==> config.mk <==
export PLATFORM = sky130hd
export DESIGN_NAME = mvm_result_drain
export DESIGN_NICKNAME = d
export VERILOG_FILES = /design/src/rtl/mvm_result_drain.sv
export SDC_FILE = /design/constraint.sdc
export NUM_CORES = 1
export LEC_CHECK = 0
export BUFFER_PORTS_ARGS = -buffer_cell sky130_fd_sc_hd__buf_2
export CAP_MARGIN = 40
export CORE_MARGIN = 2
export CORE_UTILIZATION = 50
export DETAILED_ROUTE_END_ITERATION = 10
export GPL_ROUTABILITY_DRIVEN = 0
export PLACE_DENSITY = 0.67
export RECOVER_POWER = 100
export SKIP_CTS_REPAIR_TIMING = 1
export SLEW_MARGIN = 20
export SYNTH_ARGS = -nofsm -noshare
export SYNTH_HDL_FRONTEND = slang
export SYNTH_SLANG_ARGS = --single-unit
==> constraint.sdc <==
create_clock -name clk -period 13.8 [get_ports clk]
set_clock_uncertainty 0.05 [all_clocks]
set_input_delay 1.38 -clock clk [delete_from_list [all_inputs] [get_ports clk]]
set_output_delay 1.38 -clock clk [all_outputs]
set_load 0.03 [all_outputs]
==> src/rtl/mvm_result_drain.sv <==
// mvm_result_drain: buffers full result bundles from the MVM accumulators in a
// small register FIFO and serializes them one word per cycle, lane 0 first,
// with valid/ready handshaking and a sticky flag for dropped bundles.
module mvm_result_drain #(
  parameter int OWIDTH     = 32,
  parameter int NUM_OLANES = 8,
  parameter int DEPTH      = 4
) (
  input  logic                          clk,
  input  logic                          rst,
  input  logic [OWIDTH-1:0]             i_result [0:NUM_OLANES-1],
  input  logic                          i_valid,
  output logic [OWIDTH-1:0]             o_data,
  output logic [$clog2(NUM_OLANES)-1:0] o_lane,
  output logic                          o_last,
  output logic                          o_valid,
  input  logic                          i_ready,
  output logic                          o_full,
  output logic                          o_overflow
);

  localparam int LW = $clog2(NUM_OLANES);
  localparam int PW = $clog2(DEPTH);
  localparam int CW = PW + 1;

  localparam logic [LW-1:0] LAST_LANE  = LW'(NUM_OLANES - 1);
  localparam logic [CW-1:0] FULL_COUNT = CW'(DEPTH);
  localparam logic [CW-1:0] ONE        = CW'(1);

  typedef enum logic {
    IDLE  = 1'b0,
    DRAIN = 1'b1
  } state_t;

  state_t            state;
  state_t            state_next;

  logic [OWIDTH-1:0] mem [DEPTH][NUM_OLANES];
  logic [PW-1:0]     wr_ptr;
  logic [PW-1:0]     rd_ptr;
  logic [CW-1:0]     count;
  logic [LW-1:0]     lane;

  logic              xfer;
  logic              last_xfer;
  logic              accept;

  assign xfer      = o_valid & i_ready;
  assign last_xfer = xfer & (lane == LAST_LANE);
  // A full FIFO still takes a new bundle when the head bundle frees its slot
  // in the same cycle.
  assign accept    = i_valid & ((count != FULL_COUNT) | last_xfer);

  // Bundle storage: all lanes are written together, so capture is atomic.
  // NOTE: data registers carry no reset; pointers and count decide what is
  // visible, so stale contents are never emitted.
  always_ff @(posedge clk) begin
    if (accept) begin
      for (int i = 0; i < NUM_OLANES; i++) begin
        mem[wr_ptr][i] <= i_result[i];
      end
    end
  end

  // Pointers, occupancy, lane counter and sticky overflow flag.
  // NOTE: sequential state uses non-blocking assignments so every register
  // samples the pre-edge values, independent of statement order.
  always_ff @(posedge clk or posedge rst) begin
    if (rst) begin
      wr_ptr     <= '0;
      rd_ptr     <= '0;
      count      <= '0;
      lane       <= '0;
      o_overflow <= 1'b0;
    end else begin
      if (accept) begin
        wr_ptr <= wr_ptr + PW'(1);
      end
      if (last_xfer) begin
        rd_ptr <= rd_ptr + PW'(1);
        lane   <= '0;
      end else if (xfer) begin
        lane <= lane + LW'(1);
      end
      case ({accept, last_xfer})
        2'b10:   count <= count + ONE;
        2'b01:   count <= count - ONE;
        default: count <= count;
      endcase
      if (i_valid && !accept) begin
        o_overflow <= 1'b1;
      end
    end
  end

  // FSM state register.
  always_ff @(posedge clk or posedge rst) begin
    if (rst) begin
      state <= IDLE;
    end else begin
      state <= state_next;
    end
  end

  // Next state: leave DRAIN only when the last stored bundle finishes and
  // nothing new arrives in that cycle.
  // NOTE: every combinational output gets a default first so no path can
  // infer a latch.
  always_comb begin
    state_next = state;
    case (state)
      IDLE:    if (accept) state_next = DRAIN;
      DRAIN:   if (last_xfer && !accept && (count == ONE)) state_next = IDLE;
      default: state_next = IDLE;
    endcase
  end

  // Outputs: head bundle word at the current lane, zero while empty.
  always_comb begin
    o_valid = (state == DRAIN);
    o_lane  = lane;
    o_last  = 1'b0;
    o_data  = '0;
    o_full  = (count == FULL_COUNT);
    if (o_valid) begin
      o_last = (lane == LAST_LANE);
      o_data = mem[rd_ptr][lane];
    end
  end

endmodule

* After elaboration in Yosys (flattened, before gate mapping)
Memory sizes are Yosys's and may differ from the RTL's.
Index checks and enable logic that the tools add are counted.
** Word-level totals
- Flip-flop bits (word level) :: 12
- Bits in latches :: 0
- Bits in writable memories :: 1024
- ROM bits :: 0
- Input port bits :: 260
- Output and inout bits :: 39
- Logic and storage cells :: 43
- Memories kept :: 1
** Cells by class
- Add/sub/neg operators :: 5
- Multiply operators :: 0
- Div/mod/pow operators :: 0
- Magnitude comparators :: 1
- Eq/ne operators :: 6
- Shifts and indexed selects :: 0
- Multiplexer cells :: 12
- Bitwise gates (word level) :: 6
- Reductions and logical operators :: 6
** Memories
- mem :: depth 4, width 256, read ports 1, clocked after memory_dff 0, wr ports 1, line 38 : logic [OWIDTH-1:0] mem [DEPTH][NUM_OLANES];
** Operators with widths (number)
- binary-select mux 32 bit (select 3 bit) :: 1
- 2-to-1 mux 32 bit :: 3
- adder 3 x 1 -> 3 bit (second input constant) :: 2
- == test 3 bit (second input constant) :: 2
- 2-to-1 mux 3 bit :: 2
- case mux 3 bit (2 select lines) :: 1
- adder 2 x 1 -> 2 bit (second input constant) :: 2
- greater-or-equal comparator 4 bit (second input constant) :: 1
- 2-to-1 mux 1 bit :: 4
- NOT 3 -> 4 bit :: 1
- nonzero test 2 bit :: 2
- AND 1 bit :: 3
- == test 3 x 1 -> 1 bit (second input constant) :: 1
- logical AND 1 bit :: 3
- inequality test 3 bit (second input constant) :: 1
- subtractor 3 x 1 -> 3 bit (second input constant) :: 1
- == test 2 x 1 -> 1 bit (second input constant) :: 1
- == test 2 bit (second input constant) :: 1
- case mux 1 bit (2 select lines) :: 1
- zero test 1 bit :: 1
- NOT 1 bit :: 1
- bitwise OR 1 bit :: 1

* Depth between registers and ports, before layout
- Word-level depth :: 9
- Gate-level depth with buffers :: 8
- Gate-level depth less buffers :: 6

* Worst setup path after synthesis
No wires, ideal clock.
- Path kind :: input-to-reg
- Start :: input port i_ready
- End :: memory mem[0][0] (netlist name), enable pin
- Setup time :: 0.649 ns
- Arrival time :: 7.785 ns
- Data required time :: 13.101 ns
- Path slack :: 5.316 ns
- Cell stages on the path :: 3
- Buffers on the path :: 0
- Path through :: nand3_1 -> a21boi_0 -> and2_1
** Between the ends
- Word-level cells in the longest chain between the ends :: 6
** Ends and longest elaborated chain
- start, declared :: line 17 : input logic i_ready,
- AND 1 bit :: line 48 : assign xfer = o_valid & i_ready;
- AND 1 bit :: line 49 : assign last_xfer = xfer & (lane == LAST_LANE);
- bitwise OR 1 bit :: line 52 : assign accept = i_valid & ((count != FULL_COUNT) | last_xfer);
- AND 1 bit :: line 52
- 2-to-1 mux 1 bit :: line 58 : if (accept) begin
- 2-to-1 mux 1 bit (implied by the code) :: line 60 : mem[wr_ptr][i] <= i_result[i];
- end, declared :: line 38
Every way passes these cells.

* Final worst setup path
- Start :: register state (netlist: o_valid)
- End :: memory mem[2][219] (netlist name), enable pin
** Between the ends
- Word-level cells in the longest chain between the ends :: 6
** Ends and longest elaborated chain
- start, declared :: line 35 : state_t state;
- start signal, assigned :: line 101 : state <= state_next;
- AND 1 bit :: line 48
- AND 1 bit :: line 49
- bitwise OR 1 bit :: line 52
- AND 1 bit :: line 52
- 2-to-1 mux 1 bit :: line 58
- 2-to-1 mux 1 bit (implied by the code) :: line 60
Every way passes these cells.

==> results.sh <==
export IMPL_status="complete, but fails checks"
export IMPL_violations="max-capacitance violations, max-slew violations"
export IMPL_crit_fanout=148
export IMPL_rsz0062_at_grt="no"
export IMPL_ant_nets=0
export IMPL_worst_setup_path_end_kind="register"
export IMPL_synth_area_sq_mm=0.03981
export IMPL_setup_viol=0
export IMPL_maxCapViolations=12
export IMPL_layout_common_cells="1024 x edfxtp_1, 319 x clkbuf_1, 205 x mux4_2, 106 x clkbuf_16, 66 x mux2_2"
export IMPL_r2r_setup_slack_ns=4.29
export IMPL_min_period_ns=9.510
export IMPL_clock_sinks=1036
export IMPL_cts_inserted_buffers=103
export IMPL_ys_seq_area_share_pct=78.00
export IMPL_ys_ff_latch=1036
export IMPL_final_common_cell="edfxtp_1"
export IMPL_drt_wl_total_mm=88.60
export IMPL_yosys_warnings=0
export IMPL_num_rows=103
export IMPL_slew_viol_final=553
export IMPL_drive_above_1_share_pct=21.58
export IMPL_fill_cells=5820
export IMPL_die_area_sq_mm=0.08189
export IMPL_wl_met1_mm=36.51
export IMPL_worst_pin_slew_ns=4.430
export IMPL_drcViolationCount=0
export IMPL_setup_worst_path_start_class="register"
export IMPL_core_area_sq_mm=0.07887
export IMPL_syn_num_nets=1991
export IMPL_antenna_found_initial=39
export IMPL_finalCritPeriodShare_pct=68.91
export IMPL_ir_drop_v=0.0001527
export IMPL_cts_clk_slew_worst_paths_ns=0.06
export IMPL_clk_latency_ns=0.63
export IMPL_grt_ovfl_total=0
export IMPL_grt_pass1_wl_mm=129.3
export IMPL_slew_headroom_pct=-195.3
export IMPL_synth_distinct_cells=40
export IMPL_dr_pass1_iters=5
export IMPL_start_util_pct=50.47
export IMPL_die_x_um=286.2
export IMPL_met2WireLength_mm=42.25
export IMPL_hold_path_class="reg -> reg"
export IMPL_synth_cells=1721
export IMPL_path_class="reg -> reg"
export IMPL_io_pins=299
export IMPL_cts_htree_levels=3
export IMPL_vias=18950
export IMPL_gr_usage_all_layers_pct=21.66
export IMPL_cts_buffer_depth=3
export IMPL_grt_max_degree=158
export IMPL_hold_viol=0
export IMPL_avgViaCountPerCell=5.904
export IMPL_power_density_mw_per_mm2=226.1
export IMPL_io_buffers=298
export IMPL_highest_layer="met5"
export IMPL_p_total_mw=10.29
export IMPL_fmax_mhz=105.2
export IMPL_die_h_um=286.2
export IMPL_fin_tns_setup_ns=0
export IMPL_avgSynthCellArea_sq_um=23.13
export IMPL_root_buffer="clkbuf_16"
export IMPL_route_met3_wl_mm=7.962
export IMPL_grt_pass1_vias=19720
export IMPL_crit_required_ns=13.87
export IMPL_nets=2337
export IMPL_arrival_ns=9.58
export IMPL_p_leak_nw=14.15
export IMPL_wl_per_cell_um=27.60
export IMPL_hpwl_mm=53.89
export IMPL_cts_tree="yes"
export IMPL_syn2layout_area_growth_pct=14.32
export IMPL_first_iter_violations=1780
[flip-flops by register name, summed over array words and instances, names as in the netlist]
register / count
mem: 1024
o_lane: 3
o_valid: 1
count: 3
wr_ptr: 2
o_overflow: 1
rd_ptr: 2
[power breakdown]
group          leakage (nW)  internal, mW  total (mW)  switching [mW]
Clock                  1.60          1.59        2.72            1.14
Sequential             9.52          4.18        4.37           0.187
Combinational          3.04          1.25        3.19            1.94
[metal layers]
| metal | track usage, % | vias up |
|---|---|---|
| met2 | 33.27 | 678 |
| met5 | 0 | - |
| li1 | - | 8134 |
| met1 | 30.52 | 9952 |
| met4 | 5.838 | 40 |
| met3 | 6.630 | 148 |
[worst paths after layout]
| check | from | end | cells past startpoint |
|---|---|---|---|
| max | o_valid | mem[2][219] | 6 |
| min | o_overflow | o_overflow | 1 |
| max reg2reg | o_valid | mem[2][219] | 6 |
| min reg2reg | o_overflow | o_overflow | 1 |
| max in group asynchronous | rst | rd_ptr[1] | 2 |
| min in group asynchronous | rst | o_lane[0] | 2 |
[cells by family (layout without fill, tap and decap cells)]
kind of cell,after synthesis,count (layout),share of synthesized area (%)
flip-flops,1036,1036,78.00
multiplexers,355,355,16.35
AO/OA/AOI/OAI,164,164,3.011
buffers and inverters,110,535,1.735
AND/OR/NAND/NOR,42,42,0.4998
adder cells (fa/ha/maj),10,10,0.3143
XOR/XNOR,4,4,0.08802
other,0,14,0
[worst max-delay path, stage by stage, from the launching register on]
cell	delay [ns]
dfrtp_2	0.33
clkbuf_1	2.03
nand3_1	1.12
a21boi_0	0.43
clkbuf_1	0.31
and2_0	1.34
clkbuf_2	3.26
[stage by stage]
| step | cell area (sq um) | instances | worst slack, ns | hold WS, ns | utilization, % |
|---|---|---|---|---|---|
| after global routing | 45500 | 3205 | 3.740 | 0.4471 | 57.69 |
| after floorplan | 39810 | 1721 | 5.316 | 0.4142 | - |
| after CTS | 45900 | 3192 | 7.578 | 0.4310 | 58.19 |
| after global placement | 42240 | 2992 | 7.679 | 0.3987 | 53.55 |
| after detailed placement | 42600 | 3008 | 8.264 | 0.4172 | 54.01 |
| final | 45510 | 3210 | 4.290 | 0.4319 | 57.70 |
[Yosys cell counts (all sizes together)]
cell type	number	area, sq um
and2	6	37.54
clkbuf	41	157.6
a211oi	1	7.510
o21ai	28	140.1
a21oi	3	15.01
nor2	7	26.28
edfxtp	1024	30750
buf	61	503.0
mux2	66	743.2
mux2i	65	650.6
nand3	2	10.01
a41o	1	10.01
o221ai	32	280.3
mux4	224	5116
nor3b	1	7.510
a31o	1	8.760
inv	8	30.03
a22oi	32	240.2
a31oi	32	200.2
a311oi	1	8.760
nor4b	1	8.760
o2111ai	7	61.31
xor2	1	8.760
nor2b	2	12.51
ha	10	125.1
nand2b	3	18.77
nand2	19	71.32
a21boi	1	7.510
a221oi	25	219.0
dfrtp	12	300.3
xnor2	3	26.28
or2	1	6.260
[area by class of cell]
class / count / area, sq um / share of cell area [%]
multi-input combinational: 575 / 8085 / 17.77
timing repair buffer: 343 / 1687 / 3.706
sequential: 1036 / 31060 / 68.25
inverter: 8 / 31.28 / 0.06873
clock inverter: 61 / 580.6 / 1.276
antenna: 14 / 35.03 / 0.07698
clock buffer: 123 / 2716 / 5.969
tap: 1050 / 1314 / 2.887
(Power assumes the default switching activity.)
